### config.mk
export PLATFORM = sky130hd
export DESIGN_NAME = mem_if
export DESIGN_NICKNAME = d
export VERILOG_FILES = /design/src/rtl/mem_if_pkg.sv /design/src/rtl/mem_wdog.sv /design/src/rtl/mem_if.sv
export SDC_FILE = /design/constraint.sdc
export NUM_CORES = 1
export LEC_CHECK = 0
export CAP_MARGIN = 40
export CORE_UTILIZATION = 25
export DETAILED_ROUTE_END_ITERATION = 8
export DONT_BUFFER_PORTS = 1
export GPL_TIMING_DRIVEN = 0
export HOLD_SLACK_MARGIN = 0.02
export PLACE_DENSITY = 0.46
export SYNTH_ARGS = -nofsm -noshare
export SYNTH_HDL_FRONTEND = slang
export SYNTH_SLANG_ARGS = --single-unit
### constraint.sdc
create_clock -name clk -period 5.05 [get_ports clk]
set_input_delay 1.515 -clock clk [delete_from_list [all_inputs] [get_ports clk]]
set_output_delay 1.515 -clock clk [all_outputs]
set_load 0.01 [all_outputs]
### src/rtl/mem_if_pkg.sv
// mem_if_pkg: shared state encoding, default timeout and alignment helper for mem_if
package mem_if_pkg;
  typedef enum logic [1:0] {IDLE, BUSY, DONE} state_t;
  localparam int TIMEOUT_DEF = 16;
  function automatic logic aligned(input logic [1:0] lsb);
    return lsb == 2'b00;
  endfunction
endpackage

### src/rtl/mem_wdog.sv
// mem_wdog: BUSY wait counter, expired flags the cycle the count would reach TIMEOUT
module mem_wdog #(
  parameter int TIMEOUT = 16
) (
  input  logic clk,
  input  logic rst,
  input  logic clear,
  input  logic en,
  output logic expired
);
  localparam int W = $clog2(TIMEOUT + 1);
  logic [W-1:0] cnt;
  always_ff @(posedge clk or posedge rst) begin
    if (rst) cnt <= '0;
    else if (clear) cnt <= '0;
    else if (en) cnt <= cnt + 1'b1;
  end
  assign expired = en && cnt == W'(TIMEOUT - 1);
endmodule

### src/rtl/mem_if.sv
// mem_if: multicycle CPU memory access sequencer with alignment check and ack timeout
module mem_if
  import mem_if_pkg::*;
#(
  parameter int TIMEOUT = TIMEOUT_DEF
) (
  input  logic        clk,
  input  logic        rst,
  input  logic        cpu_req,
  input  logic        cpu_we,
  input  logic        cpu_ifetch,
  input  logic        IorD,
  input  logic [31:0] pc,
  input  logic [31:0] aluout,
  input  logic [31:0] wdata,
  output logic        busy,
  output logic        done,
  output logic        err,
  output logic [31:0] ir,
  output logic [31:0] mdr,
  output logic        mem_req,
  output logic        mem_we,
  output logic [31:0] mem_addr,
  output logic [31:0] mem_wdata,
  input  logic        mem_ack,
  input  logic [31:0] mem_rdata
);
  state_t state, state_nx;
  logic [31:0] addr;
  logic accept, misal, ack, tmo, err_q, if_q;
  mem_wdog #(.TIMEOUT(TIMEOUT)) u_wdog (
    .clk(clk),
    .rst(rst),
    .clear(state != BUSY),
    .en(state == BUSY && !mem_ack),
    .expired(tmo)
  );
  always_comb begin
    addr = IorD ? aluout : pc;
    accept = state == IDLE && cpu_req && aligned(addr[1:0]);
    misal = state == IDLE && cpu_req && !aligned(addr[1:0]);
    ack = state == BUSY && mem_ack;
    state_nx = state == DONE ? IDLE : (misal || ack || tmo) ? DONE : accept ? BUSY : state;
  end
  assign busy = state == BUSY || (state == IDLE && cpu_req);
  assign done = state == DONE;
  assign err = state == DONE && err_q;
  always_ff @(posedge clk or posedge rst) begin
    if (rst) state <= IDLE;
    else state <= state_nx;
  end
  always_ff @(posedge clk or posedge rst) begin
    if (rst) begin
      mem_req <= 1'b0;
      mem_we <= 1'b0;
      mem_addr <= '0;
      mem_wdata <= '0;
      ir <= '0;
      mdr <= '0;
      err_q <= 1'b0;
      if_q <= 1'b0;
    end else begin
      if (accept) begin
        mem_req <= 1'b1;
        mem_we <= cpu_we;
        mem_addr <= addr;
        mem_wdata <= wdata;
        if_q <= cpu_ifetch;
      end else if (ack || tmo) begin
        mem_req <= 1'b0;
        mem_we <= 1'b0;
      end
      if (ack && !mem_we && if_q) ir <= mem_rdata;
      if (ack && !mem_we && !if_q) mdr <= mem_rdata;
      if (misal || ack || tmo) err_q <= misal || tmo;
    end
  end
endmodule

==> results.cfg, run 1 <==
[drt]
viasPerCell = 4.45
first_pass_iters = 8
drc = 28
final_antenna_net_count = 0
drt-initial-drc-count = 110
via_count = 3009
drt-wirelength-per-cell_um = 18.7
wl_um = 12600

[sta]
skew_ns = 0.00878
finalSetupTns_ns = 0
period_minus_slack_ns = 3.58
hold_violations = 0
relSlewSlack_pct = 46.1
slew_viol_final = 0
worstMarginPinSlew_ns = 0.802
rsz0062_at_grt = false
finalSetupViolations = 0
clock.fmax_mhz = 279
fin_crit_sh_pct = 70.9

[layout]
drive_gt1_share_pct = 48.2
syn2layout_area_growth_pct = 19.3
final_cells = 676
finish.net_count = 520
antenna_cells = 0

[critical_path]
path_class = in -> out
cp.buffers_inverters = 0
cp_cell_sequence = or3b_1 > nand2_1
critPathRequiredTime_ns = 3.54
cpLargestDelayFamily = simple AND/OR/NAND/NOR gates
end_kind = output port
crit_slowest_cell = or3b_1
crit_path_start_kind = input pin
crit_fanout = 3
max_stage_delay_ns = 0.38
arrival_ns = 2.07
r2r_slack_ns = 2.66

[synthesis]
synth.area.top_cells = dfrtp_1, mux2_2, mux2_1
synth_warnings = 0
ys_top_cells_by_count = mux2_2, dfrtp_1, mux2_1, buf_2, nor2_1
synthesis.nets = 497
synth_area_um2 = 5630
synth.most_common_cell = mux2_2
synth-main-ff-cell = dfrtp_1
synthDistinctLibCells = 27
netlist.area_leader.share_pct = 61.8
synthArstFlopShare_pct = 100
synth_edf_count = 0
synth_top_area_cell = dfrtp_1
ys_ff_latch = 139
ys_seq_area_share_pct = 61.8
postSynthCellCount = 360
avgSynthCellArea_um2 = 15.6

[clocking]
clk_pin_slew_worst_paths_ns = 0.06
post_cts_buffers = 0
cts_tree = built
cts_resized = 0
cts_htree_levels = 4
clk_latency_ns = 0.41
cts_buffers = 17
clockBufferDepth = 2
cts-root-buf = clkbuf_16
clock-sinks = 139
cts_hold_buffers = 0

[pwr]
switching_power_mw = 1.40
vdd.ir_drop.worst_mv = 0.190
p_per_area_nw_per_um2 = 641
swShare_pct = 32.4
clockPowerShare_pct = 32.2
combinationalPowerShare_pct = 15.2
power.leakage_nw = 2.92
p_int_mw = 2.91
p_total_mw = 4.31
seqPwrFrac_pct = 52.6

[min_path]
hp-class = reg -> reg

[global_route]
grt_usage_pct = 11.4
first_global_vias = 3393
grt_max_degree = 41
grt_pass1_wl_um = 20200
grt_overflow = 0
antenna_found_initial = 0

[floorplan]
initial_core_util_pct = 25.7
coreArea_um2 = 22000
io_pins = 268
rows = 54
dieArea_um2 = 23100
die_h_um = 152
die_w_um = 152

[placement]
dpl.cell_count = 644
place_congestion = 0.737
numPortBuffers = 0
post-dp-hpwl_um = 9500

[status]
status = complete, but fails checks
violations = design-rule violations

[job]
max_cap_violations = 0
[layer usage]
layer | up-vias | share of wire [%] | track usage, %
met5 | - | 0 | 0
met2 | 134 | 52 | 19.3
met1 | 1542 | 39 | 13.0
li1 | 1321 | - | -
met4 | 0 | 1.7 | 4.81
met3 | 12 | 7.9 | 4.22
[kinds of logic (layout without fill, tap and decap cells)]
logic type / after synthesis / count (layout) / synth area share, %
compound gates: 8 / 8 / 0.822
mux: 159 / 159 / 31.7
flops: 139 / 139 / 61.8
xor+xnor: 3 / 3 / 0.467
simple gates: 27 / 27 / 2.87
buf+inv: 22 / 58 / 1.91
fa+ha+maj: 2 / 2 / 0.444
[cells in the final DEF (no fill, tap or decap), types with 2 or more instances in the layout]
master | netlist | layout
inv_8 | 0 | 4
nand2_1 | 2 | 2
ha_1 | 2 | 2
or3b_1 | 2 | 2
buf_12 | 0 | 4
clkbuf_1 | 7 | 7
o21ai_0 | 4 | 4
mux2_1 | 16 | 16
mux2i_1 | 2 | 2
bufinv_16 | 0 | 4
nand4b_1 | 2 | 2
buf_4 | 2 | 2
nor2b_1 | 5 | 5
clkbuf_16 | 0 | 17
clkinv_4 | 0 | 2
dfrtp_1 | 139 | 139
xor2_1 | 2 | 2
inv_6 | 0 | 5
inv_1 | 4 | 3
a21oi_1 | 2 | 2
nor2_1 | 8 | 8
nand2b_1 | 3 | 3
buf_2 | 8 | 8
mux2_2 | 141 | 141
[registers in the layout, summed over array words and instances, names as in the netlist]
signal / cells
u_wdog.cnt: 5
err_q: 1
mem_req: 1
mem_addr: 32
mem_wdata: 32
mem_we: 1
state: 2
mdr: 32
ir: 32
if_q: 1
[cell type report]
type,instances,area [µm²]
buffer,18,92.6
fill,2179,15200
inverter,4,18.8
sequential,139,3480
tap,280,350
clock inverter,15,226
clock buffer,17,425
timing repair buffer,4,80.1
multi-input combinational,199,2050
[stage by stage]
step	instance area (µm²)	util (%)	setup slack (ns)	hold slack, ns
finish	6720	30.6	1.47	0.533
global route	6720	30.6	1.44	0.567
CTS	6720	30.6	1.46	0.532
detailed placement	6070	27.6	1.46	0.519
global placement	5990	27.3	1.09	0.511
floorplan	5640	-	1.54	0.484
[final timing paths]
kind                               startpoint             to  cells past startpoint
worst max-delay path                  cpu_req           busy                      2
worst min-delay path            u_wdog.cnt[4]  u_wdog.cnt[4]                      2
worst max register to register       state[1]        mdr[25]                      5
worst min register to register  u_wdog.cnt[4]  u_wdog.cnt[4]                      2
max in group asynchronous                 rst        mdr[25]                      4
min in group asynchronous                 rst         mdr[3]                      1
[power groups by stage]
stage / logic, mW / clock network, mW / registers [mW]
2_1_floorplan: 0.569 / 0 / 2.14
3_3_place_gp: 0.626 / 0 / 2.30
3_5_place_dp: 0.674 / 0 / 2.30
4_1_cts: 0.673 / 1.43 / 2.28
5_1_grt: 0.734 / 1.49 / 2.33
6_report: 0.656 / 1.39 / 2.27
Power figures use the tool's default switching activity.
==> run 2, diff against run 1 <==
PLACE_DENSITY = 0.44   (was 0.46)
clock period = 3.3 ns   (was 5.05 ns; I/O delays follow)
==> run 2 against run 1 <==
The run still ends with design-rule violations left. Count of clock-buffer cells in the layout is 1 higher. Wire length is 0.69% higher. Sequential power is 53% higher. Flip-flop and latch count stayed put. Critical path depth is 1 higher. Design area is 0.43% lower. Clock power is 44% higher. Sequential share of layout area is 0.22 points higher. Non-clock buffer count stayed put. Register-to-register slack worse by 1.8 ns. Die area stayed put.
==> results.cfg, run 2 (synthesis results as in run 1) <==
[critical_path]
max_stage_delay_ns = 0.43
r2r-end = mdr[16]
r2r_slack_ns = 0.91
critPathRequiredTime_ns = 2.31
crit_fanout = 10
r2r-start = state[1]
r2r_cells = 5
crit_path_start_kind = flop
path_class = reg -> out
end_kind = output port
crit_slowest_cell = dfrtp_1
cp_cell_sequence = nand2b_1 > clkbuf_1 > nand2_1
arrival_ns = 1.55

[clocking]
clockBufferDepth = 2
post_cts_buffers = 0
clock-sinks = 139
cts-root-buf = clkbuf_16
clk_pin_slew_worst_paths_ns = 0.06
cts_resized = 0
cts_hold_buffers = 0
cts_htree_levels = 4
cts_buffers = 17
clk_latency_ns = 0.41
cts_tree = built

[floorplan]
coreArea_um2 = 22000
dieArea_um2 = 23100
io_pins = 268
initial_core_util_pct = 25.7
die_h_um = 152
rows = 54
die_w_um = 152

[drt]
viasPerCell = 4.45
first_pass_iters = 5
final_antenna_net_count = 0
wl_um = 12700
drt-initial-drc-count = 87
via_count = 3009
drt-wirelength-per-cell_um = 18.8
drc = 28

[layout]
fin_util_pct = 30.5
finish.net_count = 520
layout_commonest_cell = mux2_2
fillers = 2158
antenna_cells = 0
syn2layout_area_growth_pct = 18.8
drive_gt1_share_pct = 48.2
mostFrequentLayoutCells = mux2_2, dfrtp_1, clkbuf_16

[pwr]
vdd.ir_drop.worst_mv = 0.296
power.leakage_nw = 2.90
p_per_area_nw_per_um2 = 968
swShare_pct = 32.3
clockPowerShare_pct = 30.9
p_total_mw = 6.48
seqPwrFrac_pct = 53.7
switching_power_mw = 2.09
combinationalPowerShare_pct = 15.4
p_int_mw = 4.39

[global_route]
grt_max_degree = 40
grt_usage_pct = 11.5
grt_overflow = 0
grt_pass1_wl_um = 20300
first_global_vias = 3450
antenna_found_initial = 1

[sta]
slew_viol_final = 0
worstMarginPinSlew_ns = 0.794
rsz0062_at_grt = false
finalSetupTns_ns = 0
skew_ns = 0.0101
fin_crit_sh_pct = 77.0
hold_violations = 0
clock.fmax_mhz = 394
hold_ws_ns = 0.474
period_minus_slack_ns = 2.54
finalSetupViolations = 0
relSlewSlack_pct = 46.7
fin_ws_ns = 0.759

[job]
max_cap_violations = 0

[status]
status = complete, but fails checks
violations = design-rule violations

[placement]
place_congestion = 0.702
numPortBuffers = 0
post-dp-hpwl_um = 9610
dp_slack_ns = 0.245

[min_path]
hp-class = in -> async
## run 2: cell types whose count changed in the layout (fill, tap and decap cells not counted), sizes merged
cell      before  now
inv           12    8
clkbuf        24   25
bufinv         4    3
clkinvlp       1    4
clkinv         2    3
## run 2: power by group through the flow
stage	clock network [mW]	logic, mW	registers, mW
after CTS	2.08	1.03	3.50
after global routing	2.16	1.12	3.58
after detailed placement	0	1.03	3.52
after global placement	0	0.961	3.53
after floorplan	0	0.870	3.28
final	2.00	0.999	3.48
## run 2: layout make-up
type | count | area (µm²) | area share, %
plain buffers | 18 | 92.6 | 1.38
clock buffers | 18 | 439 | 6.56
clock inverters | 14 | 184 | 2.75
inverters | 4 | 18.8 | 0.281
multi-input cells | 199 | 2050 | 30.6
flip-flops and latches | 139 | 3480 | 52.0
well taps | 280 | 350 | 5.24
repair buffers | 4 | 80.1 | 1.20
## run 2: per-stage QoR
step                      instances  area, µm²
after CTS                       676       6690
after detailed placement        644       6070
after floorplan                 360       5640
after global routing            676       6690
final                           676       6690
after global placement          640       5990
## run 2: routing by layer
| metal | global-route usage (%) | up-vias | wire [µm] |
|---|---|---|---|
| met5 | 0 | - | 13 |
| met4 | 5.39 | 2 | 233 |
| met3 | 4.25 | 13 | 939 |
| met2 | 19.3 | 128 | 6510 |
| met1 | 13.0 | 1540 | 5020 |
| li1 | - | 1326 | - |
## run 2: worst max-delay path by stage
stage                   from       to  slack, ns  depth (start not counted)
floorplan                rst    err_q       0.57                          1
global placement         rst  mdr[21]      -0.19                          1
detailed placement   mem_ack  mdr[15]       0.25                          5
CTS                  mem_ack  mdr[16]       0.69                          5
global route        state[1]     busy       0.59                          3
finish              state[1]     busy       0.76                          3
## run 2: critical path: cells and delay by family, from the launching register on
family                 cells  cell delay, ns
buffers and inverters      1            0.36
DFF                        1            0.43
and+or+nand+nor            2            0.35
==> run 3, diff against run 2 <==
PLACE_DENSITY = 0.46   (was 0.44)
clock period = 2.27 ns   (was 3.3 ns; I/O delays follow)
==> run 3 against run 2 <==
The flow still finishes with violations (design-rule violations). Utilization rose by 0.18 points. Combinational power up 46%. Design area rose by 0.58%. Power grew 48%. Flip-flop and latch count unchanged. Worst setup slack got worse by 0.61 ns. Global-route usage shrank 0.060 points. Critical path depth fell by 1. Die area stayed put. Via count is the same. Critical path type unchanged.
==> results.cfg, run 3 (synthesis results as in run 1) <==
[layout]
finish.net_count = 520
antenna_cells = 0
drive_gt1_share_pct = 48.5
fin_area_um2 = 6730
fin_util_pct = 30.6
fillers = 2179
layout_commonest_cell = mux2_2
mostFrequentLayoutCells = mux2_2, dfrtp_1, clkbuf_16
syn2layout_area_growth_pct = 19.5

[sta]
slew_viol_final = 0
period_minus_slack_ns = 2.12
hold_ws_ns = 0.0824
clock.fmax_mhz = 472
worstMarginPinSlew_ns = 0.650
finalSetupTns_ns = 0
fin_crit_sh_pct = 93.4
rsz0062_at_grt = false
hold_violations = 0
relSlewSlack_pct = 56.7
finalSetupViolations = 0
skew_ns = 0.00935

[critical_path]
crit_fanout = 6
critPathRequiredTime_ns = 1.59
end_kind = output port
r2r_slack_ns = 0.20
r2r_cells = 5
cpLargestDelayFamily = simple AND/OR/NAND/NOR gates
r2r-start = state[1]
path_class = reg -> out
crit_slowest_cell = or3b_1
crit_path_start_kind = flop
cp_cell_sequence = or3b_1 > nand2_1
crit_cells = 2
arrival_ns = 1.44
max_stage_delay_ns = 0.44
cp.buffers_inverters = 0
r2r-end = mdr[25]

[drt]
drt-wirelength-per-cell_um = 18.7
drc = 28
final_antenna_net_count = 0
via_count = 3009
drt-initial-drc-count = 112
first_pass_iters = 8
viasPerCell = 4.45
wl_um = 12600

[job]
max_cap_violations = 0

[clocking]
cts_buffers = 17
post_cts_buffers = 0
cts_tree = built
cts_resized = 2
cts_hold_buffers = 0
clockBufferDepth = 2
cts_htree_levels = 4
clock-sinks = 139
clk_pin_slew_worst_paths_ns = 0.07
cts-root-buf = clkbuf_16
clk_latency_ns = 0.42

[pwr]
p_per_area_nw_per_um2 = 1430
vdd.ir_drop.worst_mv = 0.423
power.leakage_nw = 2.92

[status]
status = complete, but fails checks
violations = design-rule violations

[floorplan]
rows = 54
initial_core_util_pct = 25.7
die_w_um = 152
coreArea_um2 = 22000
dieArea_um2 = 23100
die_h_um = 152
io_pins = 268

[placement]
place_congestion = 0.737
post_dp_cell_area_um2 = 6070
numPortBuffers = 0
post-dp-hpwl_um = 9500

[global_route]
grt_usage_pct = 11.4
grt_overflow = 0
antenna_found_initial = 0
grt_pass1_wl_um = 20200
first_global_vias = 3395
grt_max_degree = 41

[min_path]
hp-class = in -> async
==> run 3: changes by cell type in the layout (fill, tap and decap cells not counted), sizes merged <==
cell      change
clkinv        -1
bufinv        +1
inv           +4
clkinvlp      -3
clkbuf        -1
==> run 3: per-layer routing <==
metal	global-route usage (%)	up-vias	share of wire, %
li1	-	1322	-
met1	13.0	1543	39
met2	19.3	133	52
met3	4.22	11	7.7
met4	4.81	0	1.7
met5	0	-	0
==> run 3: per-stage QoR <==
step	total power [mW]	cells	setup slack, ns
detailed placement	6.61	644	-0.450
CTS	9.77	676	0.120
global route	10.1	676	0.0124
floorplan	6.03	360	-0.146
finish	9.60	676	0.150
global placement	6.51	640	-0.852
==> run 3: worst register-to-register path, cell delays in order (launching register included) <==
cell and delay [ns]:
dfrtp_1 0.42, nand2b_1 0.16, clkbuf_2 0.21, nor4_4 0.41, buf_2 0.38, mux2_2 0.38
==> run 3: power breakdown <==
part | total, mW | internal (mW) | switching [mW]
logic | 1.46 | 0.950 | 0.514
registers | 5.05 | 3.64 | 1.40
clock network | 3.09 | 1.89 | 1.19
==> run 3: worst max-delay path by stage <==
stage	from	endpoint	slack [ns]
finish	state[1]	busy	0.15
floorplan	rst	err_q	-0.15
global route	state[1]	mdr[17]	0.01
CTS	state[1]	busy	0.12
global placement	rst	ir[28]	-0.85
detailed placement	mem_ack	mdr[3]	-0.45
==> run 3: area by class of cell <==
type / instances / area [µm²] / area share [%]
sequential: 139 / 3480 / 51.7
multi-input combinational: 199 / 2060 / 30.6
clock buffer: 17 / 425 / 6.32
tap: 280 / 350 / 5.21
clock inverter: 15 / 226 / 3.37
buffer: 18 / 93.8 / 1.39
timing repair buffer: 4 / 80.1 / 1.19
inverter: 4 / 18.8 / 0.279
